### config.mk
export PLATFORM = sky130hd
export DESIGN_NAME = pipe_hazard_ctrl_flat
export DESIGN_NICKNAME = d
export VERILOG_FILES = /design/src/rtl/pipe_hazard_ctrl_pkg.sv /design/src/rtl/pipe_hazard_ctrl_if.sv /design/src/rtl/pipe_hazard_ctrl_fwd_unit.sv /design/src/rtl/pipe_hazard_ctrl.sv /design/src/flat_wrapper.sv
export SDC_FILE = /design/constraint.sdc
export NUM_CORES = 1
export LEC_CHECK = 0
export CAP_MARGIN = 20
export CORE_AREA = 2 2 56 58
export CTS_CLUSTER_DIAMETER = 50
export DETAILED_ROUTE_END_ITERATION = 6
export DIE_AREA = 0 0 58 60
export GPL_TIMING_DRIVEN = 0
export HOLD_SLACK_MARGIN = 0.15
export PLACE_DENSITY = 0.79
export SYNTH_ARGS = -nofsm -noshare
export SYNTH_HDL_FRONTEND = slang
export SYNTH_SLANG_ARGS = --single-unit
export TNS_END_PERCENT = 1
### constraint.sdc
create_clock -name clk -period 2.4 [get_ports clk]
set_input_delay 0.48 -clock clk [delete_from_list [all_inputs] [get_ports clk]]
set_output_delay 0.48 -clock clk [all_outputs]
set_load 0.1 [all_outputs]
### src/rtl/pipe_hazard_ctrl_pkg.sv
`default_nettype none
// =============================================================================
// pipe_hazard_ctrl_pkg : shared types for the 5-stage pipeline hazard controller
// Rev 1.0 : initial release
// =============================================================================
package pipe_hazard_ctrl_pkg;

  localparam int RDC_W = 3;

  typedef enum logic [1:0] {
    RUN      = 2'd0,
    MEM_WAIT = 2'd1,
    REDIRECT = 2'd2
  } hz_state_e;

  typedef enum logic [1:0] {
    FWD_RF    = 2'b00,
    FWD_EXMEM = 2'b01,
    FWD_MEMWB = 2'b10
  } fwd_sel_e;

  typedef struct packed {
    logic stall_if;
    logic stall_id;
    logic stall_ex;
    logic stall_mem;
    logic flush_id;
    logic flush_ex;
    logic bubble_wb;
    logic pc_sel_redirect;
  } pipe_stall_t;

  // Whole-pipe freeze used while a data-memory access is outstanding.
  function automatic pipe_stall_t freeze_ctrl();
    pipe_stall_t c;
    c           = '0;
    c.stall_if  = 1'b1;
    c.stall_id  = 1'b1;
    c.stall_ex  = 1'b1;
    c.stall_mem = 1'b1;
    c.bubble_wb = 1'b1;
    return c;
  endfunction

  function automatic pipe_stall_t redirect_ctrl();
    pipe_stall_t c;
    c                 = '0;
    c.pc_sel_redirect = 1'b1;
    c.flush_id        = 1'b1;
    c.flush_ex        = 1'b1;
    return c;
  endfunction

endpackage
`default_nettype wire

### src/rtl/pipe_hazard_ctrl_if.sv
`default_nettype none
// =============================================================================
// pipe_hazard_ctrl_if : pipeline <-> hazard controller signal bundle
// Rev 1.0 : initial release (perf ports under PIPE_HAZARD_PERF_EN)
// =============================================================================
interface pipe_hazard_ctrl_if #(
  parameter int REG_ADDR_W = 5
);
  logic                  id_valid;
  logic [REG_ADDR_W-1:0] id_rs1_addr;
  logic [REG_ADDR_W-1:0] id_rs2_addr;
  logic                  id_rs1_used;
  logic                  id_rs2_used;
  logic                  ex_valid;
  logic                  ex_is_load;
  logic [REG_ADDR_W-1:0] ex_rd_addr;
  logic                  ex_redirect;
  logic                  mem_valid;
  logic                  mem_wb_en;
  logic [REG_ADDR_W-1:0] mem_rd_addr;
  logic                  mem_req;
  logic                  mem_ack;
  logic                  wb_valid;
  logic                  wb_wb_en;
  logic [REG_ADDR_W-1:0] wb_rd_addr;

  logic                  stall_if;
  logic                  stall_id;
  logic                  stall_ex;
  logic                  stall_mem;
  logic                  flush_id;
  logic                  flush_ex;
  logic                  bubble_wb;
  logic                  pc_sel_redirect;
  logic [1:0]            fwd_rs1;
  logic [1:0]            fwd_rs2;
  logic                  mem_err;
`ifdef PIPE_HAZARD_PERF_EN
  logic [31:0]           perf_load_use;
  logic [31:0]           perf_mem_wait;
  logic [31:0]           perf_redirect;
`endif

  modport master (
    output id_valid, id_rs1_addr, id_rs2_addr, id_rs1_used, id_rs2_used,
    output ex_valid, ex_is_load, ex_rd_addr, ex_redirect,
    output mem_valid, mem_wb_en, mem_rd_addr, mem_req, mem_ack,
    output wb_valid, wb_wb_en, wb_rd_addr,
    input  stall_if, stall_id, stall_ex, stall_mem, flush_id, flush_ex,
    input  bubble_wb, pc_sel_redirect, fwd_rs1, fwd_rs2, mem_err
`ifdef PIPE_HAZARD_PERF_EN
    , input perf_load_use, perf_mem_wait, perf_redirect
`endif
  );

  modport slave (
    input  id_valid, id_rs1_addr, id_rs2_addr, id_rs1_used, id_rs2_used,
    input  ex_valid, ex_is_load, ex_rd_addr, ex_redirect,
    input  mem_valid, mem_wb_en, mem_rd_addr, mem_req, mem_ack,
    input  wb_valid, wb_wb_en, wb_rd_addr,
    output stall_if, stall_id, stall_ex, stall_mem, flush_id, flush_ex,
    output bubble_wb, pc_sel_redirect, fwd_rs1, fwd_rs2, mem_err
`ifdef PIPE_HAZARD_PERF_EN
    , output perf_load_use, perf_mem_wait, perf_redirect
`endif
  );
endinterface
`default_nettype wire

### src/rtl/pipe_hazard_ctrl_fwd_unit.sv
`default_nettype none
// =============================================================================
// pipe_hazard_ctrl_fwd_unit : operand forwarding select for one ID source
// Rev 1.0 : initial release
// =============================================================================
module pipe_hazard_ctrl_fwd_unit
  import pipe_hazard_ctrl_pkg::*;
#(
  parameter int REG_ADDR_W = 5
) (
  input  logic [REG_ADDR_W-1:0] rs_addr,
  input  logic                  mem_valid,
  input  logic                  mem_wb_en,
  input  logic [REG_ADDR_W-1:0] mem_rd_addr,
  input  logic                  wb_valid,
  input  logic                  wb_wb_en,
  input  logic [REG_ADDR_W-1:0] wb_rd_addr,
  output fwd_sel_e              sel
);
  logic hit_mem;
  logic hit_wb;

  assign hit_mem = mem_valid & mem_wb_en & (mem_rd_addr != '0) & (mem_rd_addr == rs_addr);
  assign hit_wb  = wb_valid & wb_wb_en & (wb_rd_addr != '0) & (wb_rd_addr == rs_addr);

  // The younger producer in EX/MEM holds the newest value.
  assign sel = hit_mem ? FWD_EXMEM : (hit_wb ? FWD_MEMWB : FWD_RF);
endmodule
`default_nettype wire

### src/rtl/pipe_hazard_ctrl.sv
`default_nettype none
// =============================================================================
// pipe_hazard_ctrl : load-use/memory-wait/redirect sequencing and forwarding
// Rev 1.0 : initial release; PIPE_HAZARD_PERF_EN adds performance counters
// =============================================================================
module pipe_hazard_ctrl
  import pipe_hazard_ctrl_pkg::*;
#(
  parameter int REG_ADDR_W      = 5,
  parameter int REDIRECT_CYCLES = 2,
  parameter int MEM_TIMEOUT     = 255
) (
  input logic               clk,
  input logic               nrst,
  pipe_hazard_ctrl_if.slave hz
);
  localparam int               TMO_W    = (MEM_TIMEOUT < 2) ? 1 : $clog2(MEM_TIMEOUT + 1);
  localparam logic [RDC_W-1:0] RDC_LOAD = RDC_W'(REDIRECT_CYCLES - 1);

  hz_state_e         state_q, state_d;
  logic [RDC_W-1:0]  rdc_q, rdc_d;
  logic [TMO_W-1:0]  tmo_q, tmo_d;
  pipe_stall_t       ctrl;
  logic              mem_err_c;
  logic              load_use;
  logic              mem_stall;
  fwd_sel_e          fwd1, fwd2;

  assign load_use  = hz.id_valid & hz.ex_valid & hz.ex_is_load & (hz.ex_rd_addr != '0) &
                     ((hz.id_rs1_used & (hz.id_rs1_addr == hz.ex_rd_addr)) |
                      (hz.id_rs2_used & (hz.id_rs2_addr == hz.ex_rd_addr)));
  assign mem_stall = hz.mem_valid & hz.mem_req & ~hz.mem_ack;

  always_ff @(posedge clk or negedge nrst) begin
    if (!nrst) begin
      state_q <= RUN;
      rdc_q   <= '0;
      tmo_q   <= '0;
    end else begin
      state_q <= state_d;
      rdc_q   <= rdc_d;
      tmo_q   <= tmo_d;
    end
  end

  always_comb begin
    state_d   = state_q;
    rdc_d     = rdc_q;
    tmo_d     = '0;
    ctrl      = '0;
    mem_err_c = 1'b0;
    unique case (state_q)
      RUN: begin
        if (mem_stall) begin
          ctrl    = freeze_ctrl();
          state_d = MEM_WAIT;
        end else if (hz.ex_redirect) begin
          ctrl    = redirect_ctrl();
          rdc_d   = RDC_LOAD;
          state_d = (RDC_LOAD != '0) ? REDIRECT : RUN;
        end else if (load_use) begin
          ctrl.stall_if = 1'b1;
          ctrl.stall_id = 1'b1;
          ctrl.flush_ex = 1'b1;
        end
      end
      MEM_WAIT: begin
        // A redirect interrupted by the memory wait resumes after the ack.
        if (hz.mem_ack) begin
          state_d = (rdc_q != '0) ? REDIRECT : RUN;
        end else begin
          ctrl      = freeze_ctrl();
          tmo_d     = tmo_q + TMO_W'(1);
          mem_err_c = (MEM_TIMEOUT != 0) && (tmo_q == TMO_W'(MEM_TIMEOUT));
        end
      end
      REDIRECT: begin
        if (mem_stall) begin
          ctrl          = freeze_ctrl();
          ctrl.flush_id = 1'b1;
          state_d       = MEM_WAIT;
        end else if (hz.ex_redirect) begin
          ctrl    = redirect_ctrl();
          rdc_d   = RDC_LOAD;
          state_d = (RDC_LOAD != '0) ? REDIRECT : RUN;
        end else begin
          ctrl.flush_id = 1'b1;
          rdc_d         = rdc_q - RDC_W'(1);
          if (rdc_q == RDC_W'(1)) state_d = RUN;
        end
      end
      default: begin
        state_d = RUN;
        rdc_d   = '0;
      end
    endcase
  end

  pipe_hazard_ctrl_fwd_unit #(.REG_ADDR_W(REG_ADDR_W)) u_fwd_rs1 (
    .rs_addr     (hz.id_rs1_addr),
    .mem_valid   (hz.mem_valid),
    .mem_wb_en   (hz.mem_wb_en),
    .mem_rd_addr (hz.mem_rd_addr),
    .wb_valid    (hz.wb_valid),
    .wb_wb_en    (hz.wb_wb_en),
    .wb_rd_addr  (hz.wb_rd_addr),
    .sel         (fwd1)
  );

  pipe_hazard_ctrl_fwd_unit #(.REG_ADDR_W(REG_ADDR_W)) u_fwd_rs2 (
    .rs_addr     (hz.id_rs2_addr),
    .mem_valid   (hz.mem_valid),
    .mem_wb_en   (hz.mem_wb_en),
    .mem_rd_addr (hz.mem_rd_addr),
    .wb_valid    (hz.wb_valid),
    .wb_wb_en    (hz.wb_wb_en),
    .wb_rd_addr  (hz.wb_rd_addr),
    .sel         (fwd2)
  );

  // While in reset the pipe is held empty: flushes forced, everything else quiet.
  assign hz.stall_if        = nrst & ctrl.stall_if;
  assign hz.stall_id        = nrst & ctrl.stall_id;
  assign hz.stall_ex        = nrst & ctrl.stall_ex;
  assign hz.stall_mem       = nrst & ctrl.stall_mem;
  assign hz.flush_id        = ~nrst | ctrl.flush_id;
  assign hz.flush_ex        = ~nrst | ctrl.flush_ex;
  assign hz.bubble_wb       = ~nrst | ctrl.bubble_wb;
  assign hz.pc_sel_redirect = nrst & ctrl.pc_sel_redirect;
  assign hz.mem_err         = nrst & mem_err_c;
  assign hz.fwd_rs1         = nrst ? fwd1 : FWD_RF;
  assign hz.fwd_rs2         = nrst ? fwd2 : FWD_RF;

`ifdef PIPE_HAZARD_PERF_EN
  logic [31:0] perf_lu_q, perf_lu_d;
  logic [31:0] perf_mw_q, perf_mw_d;
  logic [31:0] perf_rd_q, perf_rd_d;

  always_comb begin
    perf_lu_d = perf_lu_q;
    perf_mw_d = perf_mw_q;
    perf_rd_d = perf_rd_q;
    if ((state_q == RUN) && !mem_stall && !hz.ex_redirect && load_use)
      perf_lu_d = perf_lu_q + 32'd1;
    if (state_q == MEM_WAIT)
      perf_mw_d = perf_mw_q + 32'd1;
    if (ctrl.pc_sel_redirect)
      perf_rd_d = perf_rd_q + 32'd1;
  end

  always_ff @(posedge clk or negedge nrst) begin
    if (!nrst) begin
      perf_lu_q <= '0;
      perf_mw_q <= '0;
      perf_rd_q <= '0;
    end else begin
      perf_lu_q <= perf_lu_d;
      perf_mw_q <= perf_mw_d;
      perf_rd_q <= perf_rd_d;
    end
  end

  assign hz.perf_load_use = perf_lu_q;
  assign hz.perf_mem_wait = perf_mw_q;
  assign hz.perf_redirect = perf_rd_q;
`endif
endmodule
`default_nettype wire

### src/flat_wrapper.sv
// flat-port wrapper written by rule: the top's interface ports become plain ports
module pipe_hazard_ctrl_flat import pipe_hazard_ctrl_pkg::*;
#(
  parameter int REG_ADDR_W      = 5,
  parameter int REDIRECT_CYCLES = 2,
  parameter int MEM_TIMEOUT     = 255
)
  (clk, nrst, hz_id_valid, hz_id_rs1_addr, hz_id_rs2_addr, hz_id_rs1_used, hz_id_rs2_used, hz_ex_valid, hz_ex_is_load, hz_ex_rd_addr, hz_ex_redirect, hz_mem_valid, hz_mem_wb_en, hz_mem_rd_addr, hz_mem_req, hz_mem_ack, hz_wb_valid, hz_wb_wb_en, hz_wb_rd_addr, hz_stall_if, hz_stall_id, hz_stall_ex, hz_stall_mem, hz_flush_id, hz_flush_ex, hz_bubble_wb, hz_pc_sel_redirect, hz_fwd_rs1, hz_fwd_rs2, hz_mem_err);
  pipe_hazard_ctrl_if #(.REG_ADDR_W(REG_ADDR_W)) hz_i ();
  input logic clk;
  input logic nrst;
  input wire logic [$bits(hz_i.id_valid)-1:0] hz_id_valid;
  input wire logic [$bits(hz_i.id_rs1_addr)-1:0] hz_id_rs1_addr;
  input wire logic [$bits(hz_i.id_rs2_addr)-1:0] hz_id_rs2_addr;
  input wire logic [$bits(hz_i.id_rs1_used)-1:0] hz_id_rs1_used;
  input wire logic [$bits(hz_i.id_rs2_used)-1:0] hz_id_rs2_used;
  input wire logic [$bits(hz_i.ex_valid)-1:0] hz_ex_valid;
  input wire logic [$bits(hz_i.ex_is_load)-1:0] hz_ex_is_load;
  input wire logic [$bits(hz_i.ex_rd_addr)-1:0] hz_ex_rd_addr;
  input wire logic [$bits(hz_i.ex_redirect)-1:0] hz_ex_redirect;
  input wire logic [$bits(hz_i.mem_valid)-1:0] hz_mem_valid;
  input wire logic [$bits(hz_i.mem_wb_en)-1:0] hz_mem_wb_en;
  input wire logic [$bits(hz_i.mem_rd_addr)-1:0] hz_mem_rd_addr;
  input wire logic [$bits(hz_i.mem_req)-1:0] hz_mem_req;
  input wire logic [$bits(hz_i.mem_ack)-1:0] hz_mem_ack;
  input wire logic [$bits(hz_i.wb_valid)-1:0] hz_wb_valid;
  input wire logic [$bits(hz_i.wb_wb_en)-1:0] hz_wb_wb_en;
  input wire logic [$bits(hz_i.wb_rd_addr)-1:0] hz_wb_rd_addr;
  output wire logic [$bits(hz_i.stall_if)-1:0] hz_stall_if;
  output wire logic [$bits(hz_i.stall_id)-1:0] hz_stall_id;
  output wire logic [$bits(hz_i.stall_ex)-1:0] hz_stall_ex;
  output wire logic [$bits(hz_i.stall_mem)-1:0] hz_stall_mem;
  output wire logic [$bits(hz_i.flush_id)-1:0] hz_flush_id;
  output wire logic [$bits(hz_i.flush_ex)-1:0] hz_flush_ex;
  output wire logic [$bits(hz_i.bubble_wb)-1:0] hz_bubble_wb;
  output wire logic [$bits(hz_i.pc_sel_redirect)-1:0] hz_pc_sel_redirect;
  output wire logic [$bits(hz_i.fwd_rs1)-1:0] hz_fwd_rs1;
  output wire logic [$bits(hz_i.fwd_rs2)-1:0] hz_fwd_rs2;
  output wire logic [$bits(hz_i.mem_err)-1:0] hz_mem_err;
  assign hz_i.id_valid = hz_id_valid;
  assign hz_i.id_rs1_addr = hz_id_rs1_addr;
  assign hz_i.id_rs2_addr = hz_id_rs2_addr;
  assign hz_i.id_rs1_used = hz_id_rs1_used;
  assign hz_i.id_rs2_used = hz_id_rs2_used;
  assign hz_i.ex_valid = hz_ex_valid;
  assign hz_i.ex_is_load = hz_ex_is_load;
  assign hz_i.ex_rd_addr = hz_ex_rd_addr;
  assign hz_i.ex_redirect = hz_ex_redirect;
  assign hz_i.mem_valid = hz_mem_valid;
  assign hz_i.mem_wb_en = hz_mem_wb_en;
  assign hz_i.mem_rd_addr = hz_mem_rd_addr;
  assign hz_i.mem_req = hz_mem_req;
  assign hz_i.mem_ack = hz_mem_ack;
  assign hz_i.wb_valid = hz_wb_valid;
  assign hz_i.wb_wb_en = hz_wb_wb_en;
  assign hz_i.wb_rd_addr = hz_wb_rd_addr;
  assign hz_stall_if = hz_i.stall_if;
  assign hz_stall_id = hz_i.stall_id;
  assign hz_stall_ex = hz_i.stall_ex;
  assign hz_stall_mem = hz_i.stall_mem;
  assign hz_flush_id = hz_i.flush_id;
  assign hz_flush_ex = hz_i.flush_ex;
  assign hz_bubble_wb = hz_i.bubble_wb;
  assign hz_pc_sel_redirect = hz_i.pc_sel_redirect;
  assign hz_fwd_rs1 = hz_i.fwd_rs1;
  assign hz_fwd_rs2 = hz_i.fwd_rs2;
  assign hz_mem_err = hz_i.mem_err;
  pipe_hazard_ctrl #(.REG_ADDR_W(REG_ADDR_W), .REDIRECT_CYCLES(REDIRECT_CYCLES), .MEM_TIMEOUT(MEM_TIMEOUT)) u_core (.clk(clk), .nrst(nrst), .hz(hz_i));
endmodule
==> impl_metrics.ini, run 1 <==
[run_status]
status = complete, but fails checks
violations = setup timing

[worst_setup_path]
path_max_fanout = 3
cp-start-kind = input port
critPathArrivalTime_ns = 1.98
crit_top_cell = nor4_4
end_kind = primary output
crit_path_top_delay_cell = or4_4
crit_required_ns = 1.92
critPathKind = input port to primary output
r2r_cells = 4
worstPathCellList = buf_8 -> or4_4 -> o211ai_4 -> nor4_4 -> nor4_4 -> buf_6
max_stage_delay_ns = 0.53

[sta]
hold_violations = 0
hold_ws_ns = 0.481
rsz0062_at_grt = yes
slew_headroom_pct = 61.0
setup_slack_ns = -0.0623
drv_slew = 0
clock_skew_ns = 0.00296
worstMarginPinSlew_ns = 0.582
min_period_ns = 2.46
fmaxAchievable_mhz = 406
setup_viol = 3
period_share_pct = 103

[logic_synthesis]
synth_edf_count = 0
synth_common_cells = 24 x xor2_1, 13 x dfrtp_1, 11 x xnor2_1, 10 x o21ai_0, 8 x nor2_1
synth_fp_nets = 180
syn_area_um2 = 1170
yosysUniqueCellTypes = 38
synth-async-reset-ratio_pct = 100
yosys_warnings = 0
synth.most_common_cell = xor2_1
seq_area_frac_synth_pct = 27.7
synthCells = 137
synth.top_cell.area_share_pct = 27.7
synth_area_leaders = dfrtp_1 28%, xor2_1 18%, xnor2_1 8.2%, ha_1 4.3%, o21ai_0 4.3%
synth_ff_type = dfrtp_1
ys_ff_latch = 13
synth.largest_area_cell = dfrtp_1
syn_avg_cell_area_um2 = 8.58

[final_layout]
regArea_um2 = 327
nets = 241
drive_gt1_share_pct = 35.5
nFillCells = 234
multi_input_area_um2 = 958
fin_cells = 230
diodes = 0
area_growth_pct = 65.4

[grt]
grt_max_degree = 14
grtUsageMet2_pct = 38.0
grtUsageMet3_pct = 2.81
grt-ovfl-total = 0
grt-busiest-layer = met2
grtUsageMet1_pct = 23.7
antenna_found_initial = 0
grt_pass1_vias = 1255
gr-usage-all-layers_pct = 20.2
grt_pass1_wl_um = 5470

[clock_network]
cts_max_level = 1
numClockSinks = 13
cts_buffer_depth = 2
cts_tree = built
cts.clk_slew.worst_paths_ns = 0.09
clk-insertion-delay-late_ns = 0.28
cts-root-buf = clkbuf_4
numCtsBuffers = 3

[drt]
drtAntennaViolNets = 0
post_drt_wl_per_cell_um = 15.1
drc_errors = 0
drtIter0Drc = 62
drt-total-wl_um = 3480
avgViaCountPerCell = 5.39
drt-pass1-iter-count = 4
via_count = 1239

[die]
dieHeight_um = 60
die_area_um2 = 3480
core-area_um2 = 2900
start_util_pct = 40.5
die_w_um = 58
ios = 52
placementRows = 20

[place]
dp_cells = 220
dp_slack_ns = -1.87
dpl.hpwl_um = 2600
gp_congestion = 0.958
place.port_buffers = 50

[flow_run]
max_cap_viol_count = 0

[power_and_ir_drop]
pwr-share-clk_pct = 18.4
combPwrFrac_pct = 48.3
sw_frac_of_total_pct = 40.4
max-vdd-ir-drop_mv = 0.421
p_per_area_nw_per_um2 = 386
p_switching_w = 0.000304
intPower_w = 0.000447
power.total_w = 0.000751
seq_power_share_pct = 33.3
power_leakage_nw = 0.858

[worst_hold_path]
hold_class = register to register
hold_path_depth = 1
[power groups by stage]
| stage | logic, W | registers (W) | clock network, W |
|---|---|---|---|
| floorplan | 0.000215 | 0.000250 | 0 |
| global placement | 0.000338 | 0.000251 | 0 |
| detailed placement | 0.000343 | 0.000253 | 0 |
| CTS | 0.000354 | 0.000250 | 0.000142 |
| global route | 0.000395 | 0.000253 | 0.000154 |
| finish | 0.000362 | 0.000250 | 0.000138 |
[what timing repair did]
action                     in CTS  in global routing
hold buffers                    1                  0
pin swaps                      14                 14
resized for setup             158                 45
hold endpoints to repair       13                  0
setup endpoints to repair      13                 12
buffers inserted                3                  3
[sequential cells by signal, summed over array words and instances, names as in the netlist]
register,cells
u_core.rdc_q,3
u_core.tmo_q,8
u_core.state_q,2
[cell families after synthesis]
kind of cell,after synthesis,synth area share (%)
simple gates,50,25.1
xor+xnor,35,26.1
compound gates,23,11.9
flops,13,27.7
buf+inv,12,4.90
fa+ha+maj,4,4.26
[through the flow]
step	setup TNS [ns]	area, um^2	utilization (%)
after floorplan	-2.01	1260	-
after global placement	-16.34	1800	62.0
after detailed placement	-17.10	1800	62.0
after CTS	-0.838	1940	66.7
after global routing	-0.320	1940	66.9
final	-0.111	1940	66.9
[routing by layer]
| layer | part of all wire [%] | wire (um) |
|---|---|---|
| met5 | 0 | 0 |
| met4 | 2.2 | 75 |
| met3 | 6.5 | 227 |
| met2 | 51 | 1790 |
| met1 | 40 | 1390 |
[worst paths after layout]
check                                          start                             to  slack, ns
max in group asynchronous                       nrst  u_core.state_q[1]$_DFFE_PN0P_       1.26
min reg2reg                u_core.tmo_q[0]$_DFF_PN0_      u_core.tmo_q[0]$_DFF_PN0_       0.48
min in group asynchronous                       nrst      u_core.tmo_q[0]$_DFF_PN0_       0.72
max reg2reg                u_core.tmo_q[0]$_DFF_PN0_      u_core.tmo_q[6]$_DFF_PN0_       1.02
max                                hz_mem_rd_addr[2]                  hz_fwd_rs1[1]      -0.06
min                        u_core.tmo_q[0]$_DFF_PN0_      u_core.tmo_q[0]$_DFF_PN0_       0.48
[critical path, delay by kind of cell]
kind	cells	cell delay [ns]
AO/OA/AOI/OAI	1	0.24
buffers and inverters	2	0.36
AND/OR/NAND/NOR	3	0.90
[layout make-up]
class / count / area share [%]
Clock buffer: 3 / 1.16
Multi-Input combinational cell: 112 / 49.3
Clock inverter: 1 / 0.258
Timing Repair Buffer: 57 / 26.7
Buffer: 6 / 2.70
Sequential cell: 13 / 16.8
Inverter: 5 / 0.966
Tap cell: 33 / 2.12
[cell usage in the layout, fill, tap and decap left out, drive strengths merged, types with 2 or more instances in the layout]
cell           instances
buf                   26
xor2                  24
clkbuf                21
dfrtp                 13
xnor2                 11
dlygate4sd2           10
o21ai                 10
nor2                   8
nand2                  7
nand3                  6
a21oi                  6
nor4                   6
inv                    5
and2                   5
ha                     4
clkdlybuf4s50          4
or4                    4
dlymetal6s2s           3
nand3b                 2
nand2b                 2
o211ai                 2
nor3                   2
(Power assumes the default switching activity.)
==> run 2, diff against run 1 <==
Settings changed: CELL_PAD_IN_SITES_DETAIL_PLACEMENT from default to 2, CELL_PAD_IN_SITES_GLOBAL_PLACEMENT from default to 2, CORE_AREA 2 2 56 58 to 2 2 75 77, DIE_AREA 0 0 58 60 to 0 0 77 79, PLACE_DENSITY 0.79 to default, PLACE_DENSITY_LB_ADDON from default to 0.1, SLEW_MARGIN from default to 20.
==> impl_metrics.ini, run 2 (synthesis results as in run 1) <==
[worst_setup_path]
cp-start-kind = register
path_max_fanout = 2
critPathKind = register to primary output
end_kind = primary output
crit_required_ns = 1.92
critPathArrivalTime_ns = 1.97

[sta]
setup_slack_ns = -0.0523
worstMarginPinSlew_ns = 0.594
fmaxAchievable_mhz = 408
hold_ws_ns = 0.480
hold_violations = 0
setup_viol = 3
clock_skew_ns = 0.00309
rsz0062_at_grt = yes
period_share_pct = 102
min_period_ns = 2.45
drv_slew = 0
slew_headroom_pct = 60.3

[die]
dieHeight_um = 79
ios = 52
die_area_um2 = 6080
placementRows = 27
die_w_um = 77
core-area_um2 = 5340
start_util_pct = 22.0

[worst_hold_path]
hold_class = register to register

[clock_network]
numCtsBuffers = 3
cts_tree = built
numClockSinks = 13
cts_buffer_depth = 2
cts_max_level = 1
cts-root-buf = clkbuf_8
clk-insertion-delay-late_ns = 0.24
cts.clk_slew.worst_paths_ns = 0.06

[place]
place.port_buffers = 50
dpl.hpwl_um = 3650
place_area_um2 = 1850
gp_congestion = 0.796
dp_cells = 259

[final_layout]
nFillCells = 615
area_growth_pct = 76.9
fin_area_um2 = 2080
largest_register_ffs = 8
nets = 244
regMostFlops = u_core.tmo_q
top_regs = u_core.tmo_q (8), u_core.rdc_q (3), u_core.state_q (2)
final_util_pct = 38.9
fin_cells = 272
drive_gt1_share_pct = 39.0
diodes = 0
final_common_cell = xor2_1
final_cell_mix = 22 x xor2_1, 13 x buf_4, 12 x dfrtp_1

[power_and_ir_drop]
p_per_area_nw_per_um2 = 402
max-vdd-ir-drop_mv = 0.307
power_leakage_nw = 0.879

[grt]
grt_pass1_wl_um = 8050
antenna_found_initial = 0
gr-usage-all-layers_pct = 16.8
grt_max_degree = 14
grt-ovfl-total = 0
grt_pass1_vias = 1479

[run_status]
violations = setup timing
status = complete, but fails checks

[drt]
drtIter0Drc = 33
drt-total-wl_um = 4840
post_drt_wl_per_cell_um = 17.8
drt-pass1-iter-count = 2
drtAntennaViolNets = 0
via_count = 1275
drc_errors = 0
avgViaCountPerCell = 4.69

[flow_run]
max_cap_viol_count = 0
[run 2: repair_timing]
| action | 4_1_cts | 5_1_grt |
|---|---|---|
| hold buffers | 1 | 0 |
| gates resized for setup | 196 | 29 |
| setup buffers | 9 | 0 |
| endpoints found under the setup margin | 13 | 12 |
| pin swaps | 18 | 14 |
| hold endpoints to repair | 13 | 0 |
[run 2: stage by stage]
stage,setup TNS [ns],power [W],setup slack [ns]
after floorplan,-2.01,0.000464,-0.456
after global placement,-17.79,0.000601,-1.92
after detailed placement,-17.98,0.000614,-1.92
after CTS,-0.378,0.000844,-0.118
after global routing,-0.323,0.000896,-0.0808
final,-0.0842,0.000836,-0.0523
[run 2: worst paths after layout]
check                                         startpoint                            end  slack (ns)  cells after the start
min reg2reg                    u_core.tmo_q[0]$_DFF_PN0_      u_core.tmo_q[0]$_DFF_PN0_        0.48                      1
max in group asynchronous                           nrst  u_core.state_q[1]$_DFFE_PN0P_        1.21                      2
min                            u_core.tmo_q[0]$_DFF_PN0_      u_core.tmo_q[0]$_DFF_PN0_        0.48                      1
min in group asynchronous                           nrst    u_core.rdc_q[1]$_DFFE_PN0P_        0.77                      2
max reg2reg                    u_core.tmo_q[0]$_DFF_PN0_      u_core.tmo_q[6]$_DFF_PN0_        0.89                      4
max                        u_core.state_q[1]$_DFFE_PN0P_                    hz_stall_if       -0.05                      6
[run 2: final cells by class]
cell class / instances / area, um^2 / share of cell area (%)
multi-input combinational: 112 / 981 / 47.2
timing repair buffer: 60 / 551 / 26.5
buffer: 6 / 66.3 / 3.19
clock buffer: 4 / 45.0 / 2.17
sequential: 13 / 327 / 15.7
tap: 72 / 90.1 / 4.33
inverter: 5 / 18.8 / 0.903
[run 2: worst max-delay path: stages, from the launching register on]
cell	delay, ns
dfrtp_2	0.41
and4b_1	0.29
o21ai_4	0.08
or4b_4	0.50
o21bai_4	0.17
buf_6	0.12
buf_12	0.16
[run 2: layer usage]
metal  vias up  global-route usage, %  part of all wire (%)
met5         -                      0                     0
met4         0                   2.68                  0.85
met3         4                   2.27                   3.5
met2        37                   33.0                    54
met1       631                   19.6                    42
li1        603                      -                     -
[run 2: report_power, final]
part / leakage, nW / internal, W / switching (W)
sequential: 0.174 / 0.000239 / 0.0000130
clock: 0.0228 / 0.000117 / 0.0000768
combinational: 0.682 / 0.000157 / 0.000233
total: 0.879 / 0.000513 / 0.000323
